<file path="src/rtl/sram_like_responder_pkg.sv">
// Shared encodings for the sram-like responder: transfer-size codes and response entry width.
package sram_like_responder_pkg;
    localparam logic [1:0] SIZE_BYTE = 2'd0;
    localparam logic [1:0] SIZE_HALF = 2'd1;
    localparam logic [1:0] SIZE_WORD = 2'd2;
    localparam int         RESP_W    = 32;
endpackage

</file>
<file path="src/rtl/sram_like_responder_fifo.sv">
// In-order response FIFO, registered head; push and pop may coincide even when full.
module resp_fifo #(
    parameter int DEPTH = 2,
    parameter int WIDTH = 32
) (
    input  logic             clk,
    input  logic             resetn,
    input  logic             i_push,
    input  logic [WIDTH-1:0] i_push_dat,
    input  logic             i_pop,
    output logic             o_full,
    output logic             o_empty,
    output logic [WIDTH-1:0] o_head_dat
);
    localparam int PW = (DEPTH > 1) ? $clog2(DEPTH) : 1;
    localparam int CW = $clog2(DEPTH + 1);

    logic [WIDTH-1:0] r_mem [DEPTH];
    logic [PW-1:0]    r_wptr;
    logic [PW-1:0]    r_rptr;
    logic [CW-1:0]    r_cnt;

    function automatic logic [PW-1:0] ptr_next(input logic [PW-1:0] p);
        return (p == PW'(DEPTH - 1)) ? '0 : p + 1'b1;
    endfunction

    always_ff @(posedge clk or negedge resetn) begin
        if (!resetn) begin
            for (int i = 0; i < DEPTH; i++) begin
                r_mem[i] <= '0;
            end
            r_wptr <= '0;
            r_rptr <= '0;
            r_cnt  <= '0;
        end else begin
            if (i_push) begin
                r_mem[r_wptr] <= i_push_dat;
                r_wptr        <= ptr_next(r_wptr);
            end
            if (i_pop) begin
                r_rptr <= ptr_next(r_rptr);
            end
            case ({i_push, i_pop})
                2'b10:   r_cnt <= r_cnt + 1'b1;
                2'b01:   r_cnt <= r_cnt - 1'b1;
                default: r_cnt <= r_cnt;
            endcase
        end
    end

    assign o_full     = (r_cnt == CW'(DEPTH));
    assign o_empty    = (r_cnt == '0);
    assign o_head_dat = r_mem[r_rptr];
endmodule

</file>
<file path="src/rtl/sram_like_responder.sv">
// Sram-like memory responder: accepts up to MAX_OUT requests, data_ok 1+RESP_DELAY cycles after accept.
// No response backpressure; addr_ok drops while MAX_OUT responses are owed.
module sram_like_responder
    import sram_like_responder_pkg::*;
#(
    parameter int MAX_OUT    = 2,
    parameter int RESP_DELAY = 0
) (
    input  logic        clk,
    input  logic        resetn,
    input  logic        req,
    input  logic        wr,
    input  logic [1:0]  size,
    input  logic [31:0] addr,
    input  logic [3:0]  wstrb,
    input  logic [31:0] wdata,
    output logic        addr_ok,
    output logic        data_ok,
    output logic [31:0] rdata,
    output logic        ram_en,
    output logic [3:0]  ram_we,
    output logic [31:0] ram_addr,
    output logic [31:0] ram_wdata,
    input  logic [31:0] ram_rdata
);
    localparam int CW = $clog2(MAX_OUT + 1);

    logic              r_live;
    logic [CW-1:0]     r_count;
    logic              r_cap_v;
    logic              r_cap_wr;
    logic [3:0]        r_dly;

    logic              w_accept;
    logic              w_any;
    logic              w_push;
    logic              w_pop_fifo;
    logic              w_fifo_full;
    logic              w_fifo_empty;
    logic [RESP_W-1:0] w_cap_dat;
    logic [RESP_W-1:0] w_head_dat;
    logic              w_unused;

    // r_live keeps addr_ok low while reset is held, independent of the count.
    assign addr_ok   = r_live && (r_count < CW'(MAX_OUT));
    assign w_accept  = req && addr_ok;
    assign ram_en    = w_accept;
    assign ram_we    = (w_accept && wr) ? wstrb : 4'h0;
    assign ram_addr  = {addr[31:2], 2'b00};
    assign ram_wdata = wdata;

    assign w_cap_dat = r_cap_wr ? 32'h0 : ram_rdata;

    // The capture stage acts as the FIFO tail: with an empty FIFO the captured
    // entry is the head and can be returned in the same cycle without a push.
    assign w_any      = !w_fifo_empty || r_cap_v;
    assign data_ok    = w_any && (r_dly == 4'(RESP_DELAY));
    assign rdata      = !data_ok ? 32'h0 : (w_fifo_empty ? w_cap_dat : w_head_dat);
    assign w_pop_fifo = data_ok && !w_fifo_empty;
    assign w_push     = r_cap_v && !(data_ok && w_fifo_empty);

    assign w_unused = ^{size, addr[1:0], w_fifo_full};

    resp_fifo #(
        .DEPTH (MAX_OUT),
        .WIDTH (RESP_W)
    ) u_resp_fifo (
        .clk        (clk),
        .resetn     (resetn),
        .i_push     (w_push),
        .i_push_dat (w_cap_dat),
        .i_pop      (w_pop_fifo),
        .o_full     (w_fifo_full),
        .o_empty    (w_fifo_empty),
        .o_head_dat (w_head_dat)
    );

    always_ff @(posedge clk or negedge resetn) begin
        if (!resetn) begin
            r_live   <= 1'b0;
            r_count  <= '0;
            r_cap_v  <= 1'b0;
            r_cap_wr <= 1'b0;
            r_dly    <= 4'h0;
        end else begin
            r_live   <= 1'b1;
            r_cap_v  <= w_accept;
            r_cap_wr <= wr;
            case ({w_accept, data_ok})
                2'b10:   r_count <= r_count + 1'b1;
                2'b01:   r_count <= r_count - 1'b1;
                default: r_count <= r_count;
            endcase
            if (data_ok || !w_any) begin
                r_dly <= 4'h0;
            end else if (r_dly != 4'(RESP_DELAY)) begin
                r_dly <= r_dly + 1'b1;
            end
        end
    end
endmodule

</file>
<file path="config.mk">
export PLATFORM = sky130hd
export DESIGN_NAME = sram_like_responder
export DESIGN_NICKNAME = d
export VERILOG_FILES = /design/src/rtl/sram_like_responder_pkg.sv /design/src/rtl/sram_like_responder_fifo.sv /design/src/rtl/sram_like_responder.sv
export SDC_FILE = /design/constraint.sdc
export NUM_CORES = 1
export LEC_CHECK = 0
export CAP_MARGIN = 20
export CORE_UTILIZATION = 38
export CTS_CLUSTER_SIZE = 12
export DETAILED_ROUTE_END_ITERATION = 12
export HOLD_SLACK_MARGIN = 0.08
export PLACE_DENSITY = 0.75
export REMOVE_ABC_BUFFERS = 1
export SLEW_MARGIN = 15
export SYNTH_ARGS = -nofsm -noshare
export SYNTH_HDL_FRONTEND = slang
export SYNTH_SLANG_ARGS = --single-unit
</file>
<file path="constraint.sdc">
create_clock -name clk -period 2.3 [get_ports clk]
set_input_delay 0.69 -clock clk [delete_from_list [all_inputs] [get_ports clk]]
set_output_delay 0.69 -clock clk [all_outputs]
set_load 0.02 [all_outputs]
</file>
==> results.sh <==
export IMPL_max_slew_worst_pin_slew_ns=0.531
export IMPL_worst_path_max_delay_cell="sky130_fd_sc_hd__dfrtp_1"
export IMPL_holdBufCountCts=0
export IMPL_highest_clock_frequency_the_design_can_meet_ghz=0.380
export IMPL_power_density_cell_area_mw_per_mm2=583
export IMPL_globalRouteTotalUtil_pct=21.9
export IMPL_drive_above_1_share_pct=32.9
export IMPL_routability_congestion_estimate=0.793
export IMPL_criticalPathCategory="flop to output pin"
export IMPL_setup_repair_after_global_routing_missed_its_margin="yes"
export IMPL_path_clk_slew_ns=0.06
export IMPL_critical_path_required_ns=1.61
export IMPL_outcome="finished, violations left"
export IMPL_slew_viol_final=0
export IMPL_synth_yosys_seq_area_share_pct=43.7
export IMPL_start_util_pct=39.8
export IMPL_end_kind="output pin"
export IMPL_critical_path_peak_fanout=19
export IMPL_grt_max_degree=39
export IMPL_post_drt_via_cell_ratio=5.09
export IMPL_routedWlPerCell_um=20.6
export IMPL_crit_reg2reg_capture="u_resp_fifo.r_cnt[1]$_DFFE_PN0P_"
export IMPL_synth_cell_type_count=28
export IMPL_r2r_start="r_dly[0]$_DFFE_PN0P_"
export IMPL_synth_edff_count=0
export IMPL_grt_met3_usage_pct=15.5
export IMPL_grt_overflow_total=0
export IMPL_post_route_min_period_ns=2.63
export IMPL_antenna_found_initial=0
export IMPL_drt_drc_violations_left=0
export IMPL_postSynthCellCount=406
export IMPL_post_dp_hpwl_um=9070
export IMPL_yosys_register_bits=77
export IMPL_async_reset_ff_share_pct=100
export IMPL_maxCapViolCount=0
export IMPL_max_slew_margin_pct=64.6
export IMPL_leakage_power_nw=2.85
export IMPL_rr_worst_depth=8
export IMPL_drt_first_pass_iters=4
export IMPL_netlist_top_cells_area="sky130_fd_sc_hd__dfrtp_1 (44%), sky130_fd_sc_hd__mux2_1 (15%), sky130_fd_sc_hd__buf_4 (12%), sky130_fd_sc_hd__mux2i_1 (7.3%), sky130_fd_sc_hd__o32ai_1 (6.2%)"
export IMPL_grt_pass1_wl_um=18700
export IMPL_setup_ws_ns=-0.328
export IMPL_rows=38
export IMPL_synth_compound_area_share_pct=6.97
export IMPL_cts_max_path_buffers=2
export IMPL_cts_tree="yes"
export IMPL_number_of_global_route_vias_before_repair=3266
export IMPL_failing_checks="negative setup slack"
export IMPL_grt_met1_usage_pct=23.9
export IMPL_timing_final_crit_share_pct=114
export IMPL_post_dp_cell_area_mm2=0.00530
export IMPL_busiest_layer="met2"
export IMPL_leading_cell_type_by_number_of_instances_after_synthesis="sky130_fd_sc_hd__dfrtp_1"
export IMPL_max_vdd_ir_drop_uv=554
export IMPL_setup_viol=33
export IMPL_synth_avg_cell_area_um2=10.9
export IMPL_yosys_most_used_dff="sky130_fd_sc_hd__dfrtp_1"
export IMPL_muxShareOfSynthArea_pct=23.6
export IMPL_synthAdderAreaFrac_pct=1.13
export IMPL_cp_start_kind="flop"
export IMPL_fin_worst_hold_slack_ns=0.269
export IMPL_insertedDiodeCount=0
export IMPL_worst_clock_skew_ns=0.00809
export IMPL_yosysTopAreaCellShare_pct=43.7
export IMPL_synth_largest_area_cell="sky130_fd_sc_hd__dfrtp_1"
export IMPL_worstPathArrival_ns=1.94
export IMPL_die_h_um=110
export IMPL_cts_root_buf="sky130_fd_sc_hd__clkbuf_16"
export IMPL_ant_nets=0
export IMPL_critical_path_cell_chain="inv_2 -> ha_4 -> nor3b_4 -> nand3_2 -> buf_6 -> o32ai_1 -> buf_2"
export IMPL_die_area_mm2=0.0121
export IMPL_core_area_mm2=0.0111
export IMPL_place_port_buffers=78
export IMPL_inserted_clock_buffers=9
export IMPL_main_combinational_cell_family_by_area_after_synthesis="multiplexers"
export IMPL_nets=588
export IMPL_timing_setup_tns_ns=-9.32
export IMPL_cts_sinks=77
export IMPL_h_tree_depth=3
export IMPL_growth_of_design_area_from_synthesis_to_finish_pct=32.0
export IMPL_routed_via_count=3170
export IMPL_synth_top_cells_by_count="sky130_fd_sc_hd__dfrtp_1 (77), sky130_fd_sc_hd__buf_4 (70), sky130_fd_sc_hd__mux2_1 (60), sky130_fd_sc_hd__nor2_1 (41), sky130_fd_sc_hd__inv_1 (36)"
export IMPL_detail_route_wirelength_um=12800
export IMPL_io_pin_count=209
export IMPL_power_mw=3.39
export IMPL_post_synth_xor_area_fraction_pct=1.98
export IMPL_max_stage_delay_ns=0.39
export IMPL_detail_route_iter0_violations=80
export IMPL_clk_insertion_delay_late_ns=0.33
export IMPL_synthesis_yosys_warnings=0
export IMPL_synthSimpleGateAreaFrac_pct=5.87
export IMPL_global_route_usage_met2_pct=33.6
export IMPL_synth_area_mm2=0.00441
export IMPL_r2r_slack_ns=0.28
export IMPL_timing_hold_worst_class="input port to async pin"
export IMPL_die_x_um=110
export IMPL_hold_violation_count_in_the_final_report=0
export IMPL_final_design_area_no_fill_mm2=0.00583
-- state kept, by name (all words and copies together) (netlist names) --
name / cells
r_cap_v: 1
u_resp_fifo.r_mem: 64
r_dly: 4
r_cap_wr: 1
r_live: 1
r_count: 2
u_resp_fifo.r_wptr: 1
u_resp_fifo.r_cnt: 2
u_resp_fifo.r_rptr: 1
-- where the power goes --
part / internal (mW) / switching (mW)
logic: 0.243 / 0.253
clock network: 0.954 / 0.543
registers: 1.38 / 0.0226
-- placed cells by master (no fill, tap or decap), types with 3 or more instances in the layout --
master,Yosys,final
sky130_fd_sc_hd__mux2_2,4,4
sky130_fd_sc_hd__and2_1,4,3
sky130_fd_sc_hd__clkbuf_16,0,10
sky130_fd_sc_hd__xor2_1,3,3
sky130_fd_sc_hd__dfrtp_1,77,75
sky130_fd_sc_hd__inv_1,36,34
sky130_fd_sc_hd__buf_2,5,15
sky130_fd_sc_hd__clkdlybuf4s50_1,0,35
sky130_fd_sc_hd__o32ai_1,31,16
sky130_fd_sc_hd__xnor2_1,7,7
sky130_fd_sc_hd__ha_1,4,3
sky130_fd_sc_hd__conb_1,2,3
sky130_fd_sc_hd__buf_6,0,8
sky130_fd_sc_hd__dlygate4sd2_1,0,4
sky130_fd_sc_hd__nor2_1,41,40
sky130_fd_sc_hd__buf_4,70,77
sky130_fd_sc_hd__mux2_1,60,60
sky130_fd_sc_hd__o32ai_2,0,14
sky130_fd_sc_hd__mux2i_1,32,32
-- critical path, delay by kind of cell, from the launching register on --
family / cells / cell delay, ns
buffers and inverters: 3 / 0.49
flip-flops: 1 / 0.39
AND/OR/NAND/NOR: 2 / 0.36
AO/OA/AOI/OAI: 1 / 0.23
adder cells (fa/ha/maj): 1 / 0.13
-- what timing repair did --
| item | 4_1_cts | 5_1_grt |
|---|---|---|
| pin swaps | 7 | 4 |
| cloned | 2 | 1 |
| resized for setup | 215 | 29 |
| endpoints found under the setup margin | 39 | 36 |
| endpoints found under the hold margin | 0 | 0 |
| setup buffers | 2 | 1 |
-- layout make-up --
class | count | area [um^2]
inverter | 36 | 135
fill | 1003 | 5250
tap | 140 | 175
clock buffer | 9 | 225
clock inverter | 7 | 96.3
timing repair buffer | 148 | 1290
multi-input combinational | 206 | 1980
sequential | 77 | 1930
-- worst max-delay path by stage --
stage,startpoint,end,slack [ns],cells past startpoint
after floorplan,u_resp_fifo.r_rptr$_DFFE_PN0P_,rdata[31],-0.98,2
after global placement,ram_rdata[31],rdata[31],-0.84,5
after detailed placement,ram_rdata[31],rdata[31],-0.91,5
after CTS,r_dly[1]$_DFFE_PN0P_,rdata[21],-0.32,8
after global routing,r_dly[0]$_DFFE_PN0P_,rdata[2],-0.45,7
final,r_dly[0]$_DFFE_PN0P_,rdata[29],-0.33,7
-- logic make-up after synthesis --
| kind of cell | Yosys count |
|---|---|
| xor gates and xnor gates | 10 |
| buffers and inverters | 124 |
| adders and majority gates | 4 |
| muxes | 96 |
| DFF | 77 |
| AOI/OAI and AO/OA | 36 |
| and+or+nand+nor | 57 |
| other | 2 |
-- per-stage QoR --
stage / worst slack (ns) / utilization (%) / cells
floorplan: -0.981 / - / 319
global route: -0.448 / 52.6 / 623
finish: -0.328 / 52.6 / 623
CTS: -0.323 / 51.3 / 621
detailed placement: -0.907 / 47.8 / 601
global placement: -0.842 / 47.8 / 601
-- metal layers --
metal / part of all wire, % / wire length, um / vias up
met5: 0.97 / 125 / -
li1: - / - / 1450
met2: 45 / 5720 / 152
met1: 38 / 4930 / 1548
met3: 15 / 1930 / 16
met4: 0.98 / 126 / 4
No activity file was read; power rests on OpenSTA's default activity.
